`src/rtl/ps2_pkg.sv`:
```
// ps2_pkg: shared transmit state encodings and PS/2 framing constants
package ps2_pkg;
   typedef logic [3:0] tx_state_t;
   localparam tx_state_t TX_IDLE     = 4'd0;
   localparam tx_state_t TX_LAST_BIT = 4'd8;
   localparam tx_state_t TX_PARITY   = 4'd9;
   localparam tx_state_t TX_STOP     = 4'd10;
   localparam tx_state_t TX_DONE     = 4'd11;
   localparam logic PS2_START_BIT = 1'b0;
   localparam logic PS2_STOP_BIT  = 1'b1;
endpackage

```
`src/rtl/ps2_tx_chan.sv`:
```
// ps2_tx_chan: one PS/2 device-to-host channel with byte FIFO, frame FSM and host-inhibit retransmit
module ps2_tx_chan import ps2_pkg::*; #(
   parameter int FIFO_BITS = 3
) (
   input  logic       clk_sys,
   input  logic       reset_n,
   input  logic       flush,
   input  logic       wr_en,
   input  logic [7:0] wr_data,
   input  logic       tick,
   input  logic       phase_hi,
   input  logic       ps2_clk_in,
   output logic       fifo_full,
   output logic       overflow,
   output logic       busy,
   output logic       ps2_clk_out,
   output logic       ps2_data_out
);
   localparam int DEPTH = 2 ** FIFO_BITS;
   logic [7:0]         mem [DEPTH];
   logic [FIFO_BITS:0] wp, rp;
   logic [1:0]         sync;
   logic [7:0]         sh;
   logic               parity;
   tx_state_t          state;
   logic               inhibit, empty;
   assign inhibit     = ~sync[1];
   assign empty       = wp == rp;
   assign fifo_full   = (wp - rp) == (FIFO_BITS + 1)'(DEPTH);
   assign busy        = state != TX_IDLE;
   assign ps2_clk_out = phase_hi | (state == TX_IDLE);
   always_ff @(posedge clk_sys)
      if (wr_en && !fifo_full && !flush) mem[wp[FIFO_BITS-1:0]] <= wr_data;
   always_ff @(posedge clk_sys or negedge reset_n)
      if (!reset_n) begin
         wp <= '0;
         rp <= '0;
         sync <= 2'b11;
         sh <= '0;
         parity <= 1'b0;
         state <= TX_IDLE;
         ps2_data_out <= 1'b1;
         overflow <= 1'b0;
      end else begin
         sync <= {sync[0], ps2_clk_in};
         if (flush) begin
            wp <= '0;
            rp <= '0;
            state <= TX_IDLE;
            ps2_data_out <= PS2_STOP_BIT;
            overflow <= 1'b0;
         end else begin
            if (wr_en) begin
               if (fifo_full) overflow <= 1'b1;
               else wp <= wp + 1'b1;
            end
            // abort mid-frame without popping so the byte is resent after release
            if (inhibit && state != TX_IDLE && state != TX_DONE) begin
               state <= TX_IDLE;
               ps2_data_out <= 1'b1;
            end else if (tick) begin
               if (state == TX_IDLE) begin
                  if (!empty && !inhibit) begin
                     sh <= mem[rp[FIFO_BITS-1:0]];
                     parity <= 1'b1;
                     ps2_data_out <= PS2_START_BIT;
                     state <= 4'd1;
                  end
               end else if (state <= TX_LAST_BIT) begin
                  ps2_data_out <= sh[0];
                  sh <= sh >> 1;
                  parity <= parity ^ sh[0];
                  state <= state + 4'd1;
               end else if (state == TX_PARITY) begin
                  ps2_data_out <= parity;
                  state <= TX_STOP;
               end else if (state == TX_STOP) begin
                  ps2_data_out <= PS2_STOP_BIT;
                  state <= TX_DONE;
               end else begin
                  state <= TX_IDLE;
                  rp <= rp + 1'b1;
               end
            end
         end
      end
endmodule

```
`src/rtl/ps2_tx_multi.sv`:
```
// ps2_tx_multi: N-channel PS/2 device emulator; shared bit-period divider and write demux
module ps2_tx_multi import ps2_pkg::*; #(
   parameter int CHANNELS  = 2,
   parameter int FIFO_BITS = 3,
   parameter int CLK_DIV   = 2000,
   parameter int CH_W      = (CHANNELS > 1) ? $clog2(CHANNELS) : 1
) (
   input  logic                clk_sys,
   input  logic                reset_n,
   input  logic                flush,
   input  logic                wr_en,
   input  logic [CH_W-1:0]     wr_chan,
   input  logic [7:0]          wr_data,
   output logic [CHANNELS-1:0] fifo_full,
   output logic [CHANNELS-1:0] overflow,
   output logic [CHANNELS-1:0] busy,
   output logic [CHANNELS-1:0] ps2_clk_out,
   output logic [CHANNELS-1:0] ps2_data_out,
   input  logic [CHANNELS-1:0] ps2_clk_in
);
   localparam int CW = $clog2(CLK_DIV);
   logic [CW-1:0] cnt;
   logic          tick, phase_hi;
   assign tick     = cnt == '0;
   assign phase_hi = cnt < CW'(CLK_DIV / 2);
   always_ff @(posedge clk_sys or negedge reset_n)
      if (!reset_n) cnt <= '0;
      else cnt <= (cnt == CW'(CLK_DIV - 1)) ? '0 : cnt + 1'b1;
   for (genvar g = 0; g < CHANNELS; g++) begin : g_chan
      ps2_tx_chan #(.FIFO_BITS(FIFO_BITS)) u_chan (
         .clk_sys     (clk_sys),
         .reset_n     (reset_n),
         .flush       (flush),
         .wr_en       (wr_en && wr_chan == CH_W'(g)),
         .wr_data     (wr_data),
         .tick        (tick),
         .phase_hi    (phase_hi),
         .ps2_clk_in  (ps2_clk_in[g]),
         .fifo_full   (fifo_full[g]),
         .overflow    (overflow[g]),
         .busy        (busy[g]),
         .ps2_clk_out (ps2_clk_out[g]),
         .ps2_data_out(ps2_data_out[g])
      );
   end
endmodule

```
`config.mk`:
```
export PLATFORM = sky130hd
export DESIGN_NAME = ps2_tx_multi
export DESIGN_NICKNAME = d
export VERILOG_FILES = /design/src/rtl/ps2_pkg.sv /design/src/rtl/ps2_tx_chan.sv /design/src/rtl/ps2_tx_multi.sv
export SDC_FILE = /design/constraint.sdc
export NUM_CORES = 1
export LEC_CHECK = 0
export BUFFER_PORTS_ARGS = -buffer_cell sky130_fd_sc_hd__buf_4
export CORE_AREA = 5 5 139 141
export DETAILED_ROUTE_END_ITERATION = 8
export DIE_AREA = 0 0 144 146
export MAX_ROUTING_LAYER = met4
export PLACE_DENSITY = 0.7
export SKIP_LAST_GASP = 1
export SLEW_MARGIN = 15
export SYNTH_ARGS = -nofsm -noshare
export SYNTH_HDL_FRONTEND = slang
export SYNTH_HIERARCHICAL = 1
export SYNTH_SLANG_ARGS = --single-unit
```
`constraint.sdc`:
```
create_clock -name clk_sys -period 4 [get_ports clk_sys]
set_clock_uncertainty 0.15 [all_clocks]
set_input_delay 0.4 -clock clk_sys [delete_from_list [all_inputs] [get_ports clk_sys]]
set_output_delay 0.4 -clock clk_sys [all_outputs]
set_load 0.005 [all_outputs]
```
Word-level counts from Yosys, hierarchy flattened
Memories as Yosys holds them, arrays and structs flattened.
Index checks and enable logic that the tools add are counted.
Word-level totals
  output and inout bits: 10
  bits in registers: 61
  logic and storage cells: 188
  memories kept: 2
  memory bits (writable): 128
  input port bits: 15
Operators by class
  bitwise operators: 10
  muxes and demuxes: 75
  $lt $le $gt $ge: 3
  $add $sub $neg: 9
  equal/unequal tests: 27
  reductions and logical operators: 45
Memory list
  g_chan[0].u_chan.mem: words 8, width 8, read ports 1, clocked after memory_dff 0, write ports 1, RTL line ps2_tx_chan.sv:20  | logic [7:0] mem [DEPTH];
  g_chan[1].u_chan.mem: words 8, width 8, read ports 1, clocked after memory_dff 0, write ports 1, RTL line ps2_tx_chan.sv:20
Operator list (number)
  4-bit 2-to-1 mux: 36
  8-bit 2-to-1 mux: 6
  1-bit 2-to-1 mux: 32
  2-bit != test (second input constant): 14
  4-bit by 1-bit adder with 4-bit output (second input constant): 6
  4-bit == test (second input constant): 6
  2-bit nonzero test: 7
  1-bit logical AND: 12
  2-bit AND reduction: 6
  6-bit AND reduction: 2
  6-bit nonzero test: 2
  11-bit by 1-bit adder with 11-bit output (second input constant): 1
  11-bit == test (second input constant): 1
  11-bit logical NOT: 1
  11-bit by 10-bit < comparator with 1-bit output (second input constant): 1
  11-bit 2-to-1 mux: 1
  5-bit AND reduction: 2
  4-bit == test: 2
  4-bit less-or-equal comparator (second input constant): 2
  4-bit logical NOT: 2
  4-bit by 3-bit != test with 1-bit output (second input constant): 2
  4-bit != test (second input constant): 2
  4-bit nonzero test: 2
  4-bit subtractor: 2
  6 further kinds: 19

Logic depth before layout (Yosys ltp)
  word-level depth: 8
  mapped depth: 8
  mapped depth without buffers: 7

Cells and area by module
Netlist, hierarchy kept.
By module, submodules not included
  ps2_tx_chan (g_chan[0].u_chan): sequential area each 2551.2 µm², cells an instance 306, area each 4108.9 µm², times used 1
  ps2_tx_chan (g_chan[1].u_chan): sequential area each 2551.2 µm², cells an instance 302, area each 4067.7 µm², times used 1
  ps2_tx_multi: sequential area each 275.3 µm², cells an instance 65, area each 643.1 µm², times used 1

Least setup slack after synthesis
Ideal clock, no wire load.
  path kind: register -> register
  start: reg g_chan[1].u_chan.wp[0]
  end: mem g_chan[1].u_chan.mem[0][0], enable pin
  cell stages (with the launch flop): 8
  slack: 0.996 ns
  period minus slack after synthesis: 3.004 ns
  path buffers: 1
  required time: 3.455 ns
  data arrival time: 2.459 ns
  library setup time: 0.395 ns
  cell sequence: dfrtp_1 -> clkbuf_1 -> inv_1 -> ha_1 -> and3_1 -> o211ai_1 -> nand3_1 -> nor4_1
Between the ends
  word-level cells in the longest chain between the ends: 7
RTL lines
  start: declaration: RTL line ps2_tx_chan.sv:21  | logic [FIFO_BITS:0] wp, rp;
  start signal: assignment: RTL line ps2_tx_chan.sv:55  | else wp <= wp + 1'b1;
  4-bit subtractor: RTL line ps2_tx_chan.sv:29  | assign fifo_full = (wp - rp) == (FIFO_BITS + 1)'(DEPTH);
  4-bit == test: RTL line ps2_tx_chan.sv:29
  1-bit logical NOT: RTL line ps2_tx_chan.sv:33  | if (wr_en && !fifo_full && !flush) mem[wp[FIFO_BITS-1:0]] <= wr_data;
  1-bit logical AND (2 in a row): RTL line ps2_tx_chan.sv:33
  1-bit 2-to-1 mux: RTL line ps2_tx_chan.sv:33
  1-bit 2-to-1 mux (implied by the code): RTL line ps2_tx_chan.sv:33
  end: declaration: RTL line ps2_tx_chan.sv:20
Parallel ways exist; a longest one is shown, timed or not.

Final worst setup path
  start: reg g_chan[1].u_chan.state[0]
  end: reg g_chan[1].u_chan.sh[7]
Between the ends
  word-level cells in the longest chain between the ends: 5
  elaborated cells between the ends (all ways): 11
  classes of those cells: 1 x order compare; 2 x eq/ne; 1 x mux; 1 x bitwise; 6 x reduce/logical
RTL lines
  start: declaration: RTL line ps2_tx_chan.sv:25  | tx_state_t state;
  start signal: assignment: RTL line ps2_tx_chan.sv:73  | state <= state + 4'd1;
  parallel branches: the longest is 5 deep, another holds 4-bit less-or-equal comparator
  end signal: assignment: RTL line ps2_tx_chan.sv:64  | sh <= mem[rp[FIFO_BITS-1:0]];
  end signal: assignment: RTL line ps2_tx_chan.sv:71  | sh <= sh >> 1;
  end: declaration: RTL line ps2_tx_chan.sv:23  | logic [7:0] sh;
Several ways; the timed one is not identified.
A chain may end at the register's enable or synchronous reset.

==> summary.md <==
| Metric | Value |
|---|---|
| Power density over the cells | 417.3 mW/mm2 |
| # setup viols final | 0 |
| Worst VDD drop | 0.0003753 V |
| Syn_area_per_cell | 13.11 um2 |
| Initial DRT Pass Iterations | 5 |
| Slew HR | 0.4305 |
| H-tree depth | 4 |
| Via count | 5629 |
| Share of layout cells above drive strength 1 | 0.1334 |
| Req. time, crit path | 4160 ps |
| Fin crit period | 3169 ps |
| Via/cell ratio | 5.982 |
| Largest net degree at the start of global routing | 62 |
| Pre-CTS setup slack | 869.8 ps |
| DP HPWL | 12.51 mm |
| Fin. max-slew vios | 0 |
| Die footprint | 0.02102 mm2 |
| First-pass GRT wire length | 29.79 mm |
| LEAKAGE | 0.003591 uW |
| Worst Slack Setup Final | 831.3 ps |
| Yosys reg bits | 189 |
| DRT iter0 DRCs | 631 |
| CTS tree | built |
| Fillers | 1420 |
| Syn. warnings | 6 |
| Num CTS Buffers | 17 |
| Clock Root Buffer | clkbuf_16 |
| Clock sinks | 189 |
| Crit. End Element | register |
| Final period util | 0.7922 |
| Post-synthesis cell type with the largest combined area | edfxtp_1 |
| Synth cell count leaders | edfxtp_1, mux2i_1, dfrtp_1, a21oi_1, nand2_1 |
| I/O pin count | 25 |
| Routed wire per std cell | 19.48 um |
| Ant. Diodes | 0 |
| Synthesized cell area | 0.008820 mm2 |
| RSZ-0062 raised after global routing | false |
| Synth async-reset ratio | 0.3228 |
| WP data arrival | 3320 ps |
| GR Util All Layers | 0.1870 |
| Multi-input gate area | 0.003201 mm2 |
| Chip Height | 146 um |
| Netlist cell types | 74 |
| Actual transition at the worst max-transition pin | 840.9 ps |
| Cell with the most instances after synthesis | edfxtp_1 |
| Post-Route WL | 18.33 mm |
| Initial Utilization | 0.4944 |
| Worst reg2reg setup slack | 830 ps |
| Total core area | 0.01784 mm2 |
| Hold Slack | 165.5 ps |
| Crit Path Max Fanout | 20 |
| # DRC | 0 |
| Fin. Hold Viols | 0 |
| Post-Syn Instances | 673 |
| Vias in the first global route | 5575 |
| Clk_lat worst skew | 420 ps |
| Post-CTS Setup Inserts | 0 |
| Clk pin slew, worst setup/hold paths | 70 ps |
| Std-Cell Rows | 49 |
| Hold Path Class | in2reg |
| Final TNS setup | 0 ps |
| Post-synth EDFFs | 128 |
| Maximum clock path buffer count | 2 |
| IO Port Bufs | 24 |
| Area growth syn-to-layout | 12.61% |
| Seq/Total Area, Yosys | 0.6097 |
| GP Congestion | 0.8768 |
| Startpoint types | register |
| Syn_nets | 708 |
| Die Wd | 144 um |
| Reg area | 0.005378 mm2 |
| # nets final | 734 |
| Top post-synthesis cells by area | edfxtp_1, dfrtp_1, mux2i_1 |
| Grt ovf | 0 |
| DRT antenna net count | 0 |
| Synth top area share | 0.4358 |
| Fmax | 315.6 MHz |
| Main synth FF type | edfxtp_1 |
| Status | complete, no violations |
| Critical path start-end classification | reg2reg |
| Initial antenna violation count | 0 |
| Max-Cap Viols | 0 |
final timing paths:
kind | startpoint | end | cells after the start
max | g_chan[1].u_chan/state[0] | g_chan[1].u_chan/sh[7] | 6
min | wr_data[7] | g_chan[0].u_chan/mem[5][7] | 1
max reg2reg | g_chan[1].u_chan/state[0] | g_chan[1].u_chan/sh[7] | 6
min reg2reg | g_chan[1].u_chan/sync[0] | g_chan[1].u_chan/sync[1] | 0
max in group asynchronous | reset_n | g_chan[0].u_chan/wp[0] | 2
min in group asynchronous | reset_n | g_chan[1].u_chan/sh[4] | 2
kinds of logic after synthesis:
kind of cell	count (synthesis)	share of synthesized area
AO/OA/AOI/OAI	158	0.1212
XOR/XNOR	9	0.01220
adder cells (fa/ha/maj)	23	0.03178
buffers and inverters	56	0.02809
flip-flops	189	0.6097
multiplexers	69	0.08526
AND/OR/NAND/NOR	169	0.1118
state kept, by name, indices dropped and copies added (netlist names):
| register | count |
|---|---|
| g_chan.u_chan/sync | 4 |
| g_chan.u_chan/mem | 128 |
| g_chan.u_chan/overflow | 2 |
| g_chan.u_chan/rp | 8 |
| g_chan.u_chan/wp | 8 |
| g_chan.u_chan/parity | 2 |
| cnt | 11 |
| g_chan.u_chan/state | 8 |
| g_chan.u_chan/sh | 16 |
| g_chan.u_chan/ps2_data_out | 2 |
power by group:
group / internal (uW) / switching [uW] / total (uW)
clock: 1210 / 704 / 1910
sequential: 2110 / 10.9 / 2120
combinational: 35.5 / 80.8 / 116
worst max-delay path, stage by stage (launching register included):
cell and delay, ps:
dfrtp_1 440, inv_1 130, ha_1 360, or3b_1 680, o311a_1 610, and3_1 350
mux2_4 330
final cells by class:
cell class | instances | area share
clock inverters | 11 | 0.02142
clock buffers | 21 | 0.04636
multi-input cells | 428 | 0.3222
inverters | 23 | 0.008692
repair buffers | 40 | 0.03099
flip-flops and latches | 189 | 0.5414
well taps | 229 | 0.02885
through the flow:
stage / cell area (um2) / total power (uW) / util / instances
6_report: 9932 / 4145 / 0.5567 / 941
5_1_grt: 9932 / 4270 / 0.5567 / 941
4_1_cts: 9932 / 4172 / 0.5567 / 941
3_5_place_dp: 9229 / 2274 / 0.5173 / 906
3_3_place_gp: 9229 / 2268 / 0.5173 / 906
2_1_floorplan: 8820 / 2207 / - / 673
metal layers:
metal	global-route usage	wire length [um]	up-vias
met5	-	0	-
met4	0.05179	218	0
met3	0.03812	800	22
met2	0.2977	9305	139
met1	0.2445	8007	2808
li1	-	-	2660
repair_timing:
item | CTS | global route
gates resized for setup | 0 | 0
endpoints found under the hold margin | 57 | 0
hold buffers | 3 | 0
cell usage in the layout (no fill, tap or decap), types with 3 or more instances in the layout:
master | netlist | routed
buf_4 | 1 | 37
and3b_1 | 6 | 6
xor2_1 | 4 | 4
a32oi_1 | 14 | 14
or3_1 | 3 | 3
maj3_1 | 3 | 3
nor4_1 | 8 | 7
ha_1 | 20 | 20
mux4_2 | 4 | 4
dfstp_2 | 6 | 6
a31o_2 | 3 | 3
edfxtp_1 | 128 | 128
nor2_1 | 15 | 15
o2111ai_1 | 3 | 3
nand2_1 | 34 | 34
nand3_1 | 21 | 21
o31ai_1 | 7 | 7
mux2i_1 | 62 | 62
bufinv_16 | 0 | 6
nand3b_1 | 4 | 4
nand4_1 | 6 | 6
or4_1 | 8 | 8
and2_1 | 4 | 4
clkbuf_16 | 0 | 17
dlygate4sd3_1 | 0 | 3
o21a_1 | 4 | 4
nor2b_1 | 13 | 13
o31a_1 | 3 | 3
inv_1 | 23 | 23
nor3_1 | 7 | 7
xnor2_1 | 3 | 3
dfrtp_1 | 55 | 55
nand2b_1 | 14 | 14
o21ai_0 | 18 | 18
a31oi_1 | 17 | 17
a21oi_1 | 51 | 51
a22oi_1 | 14 | 14
and3_1 | 10 | 10
Note: power is estimated with default switching activity, not from simulation.
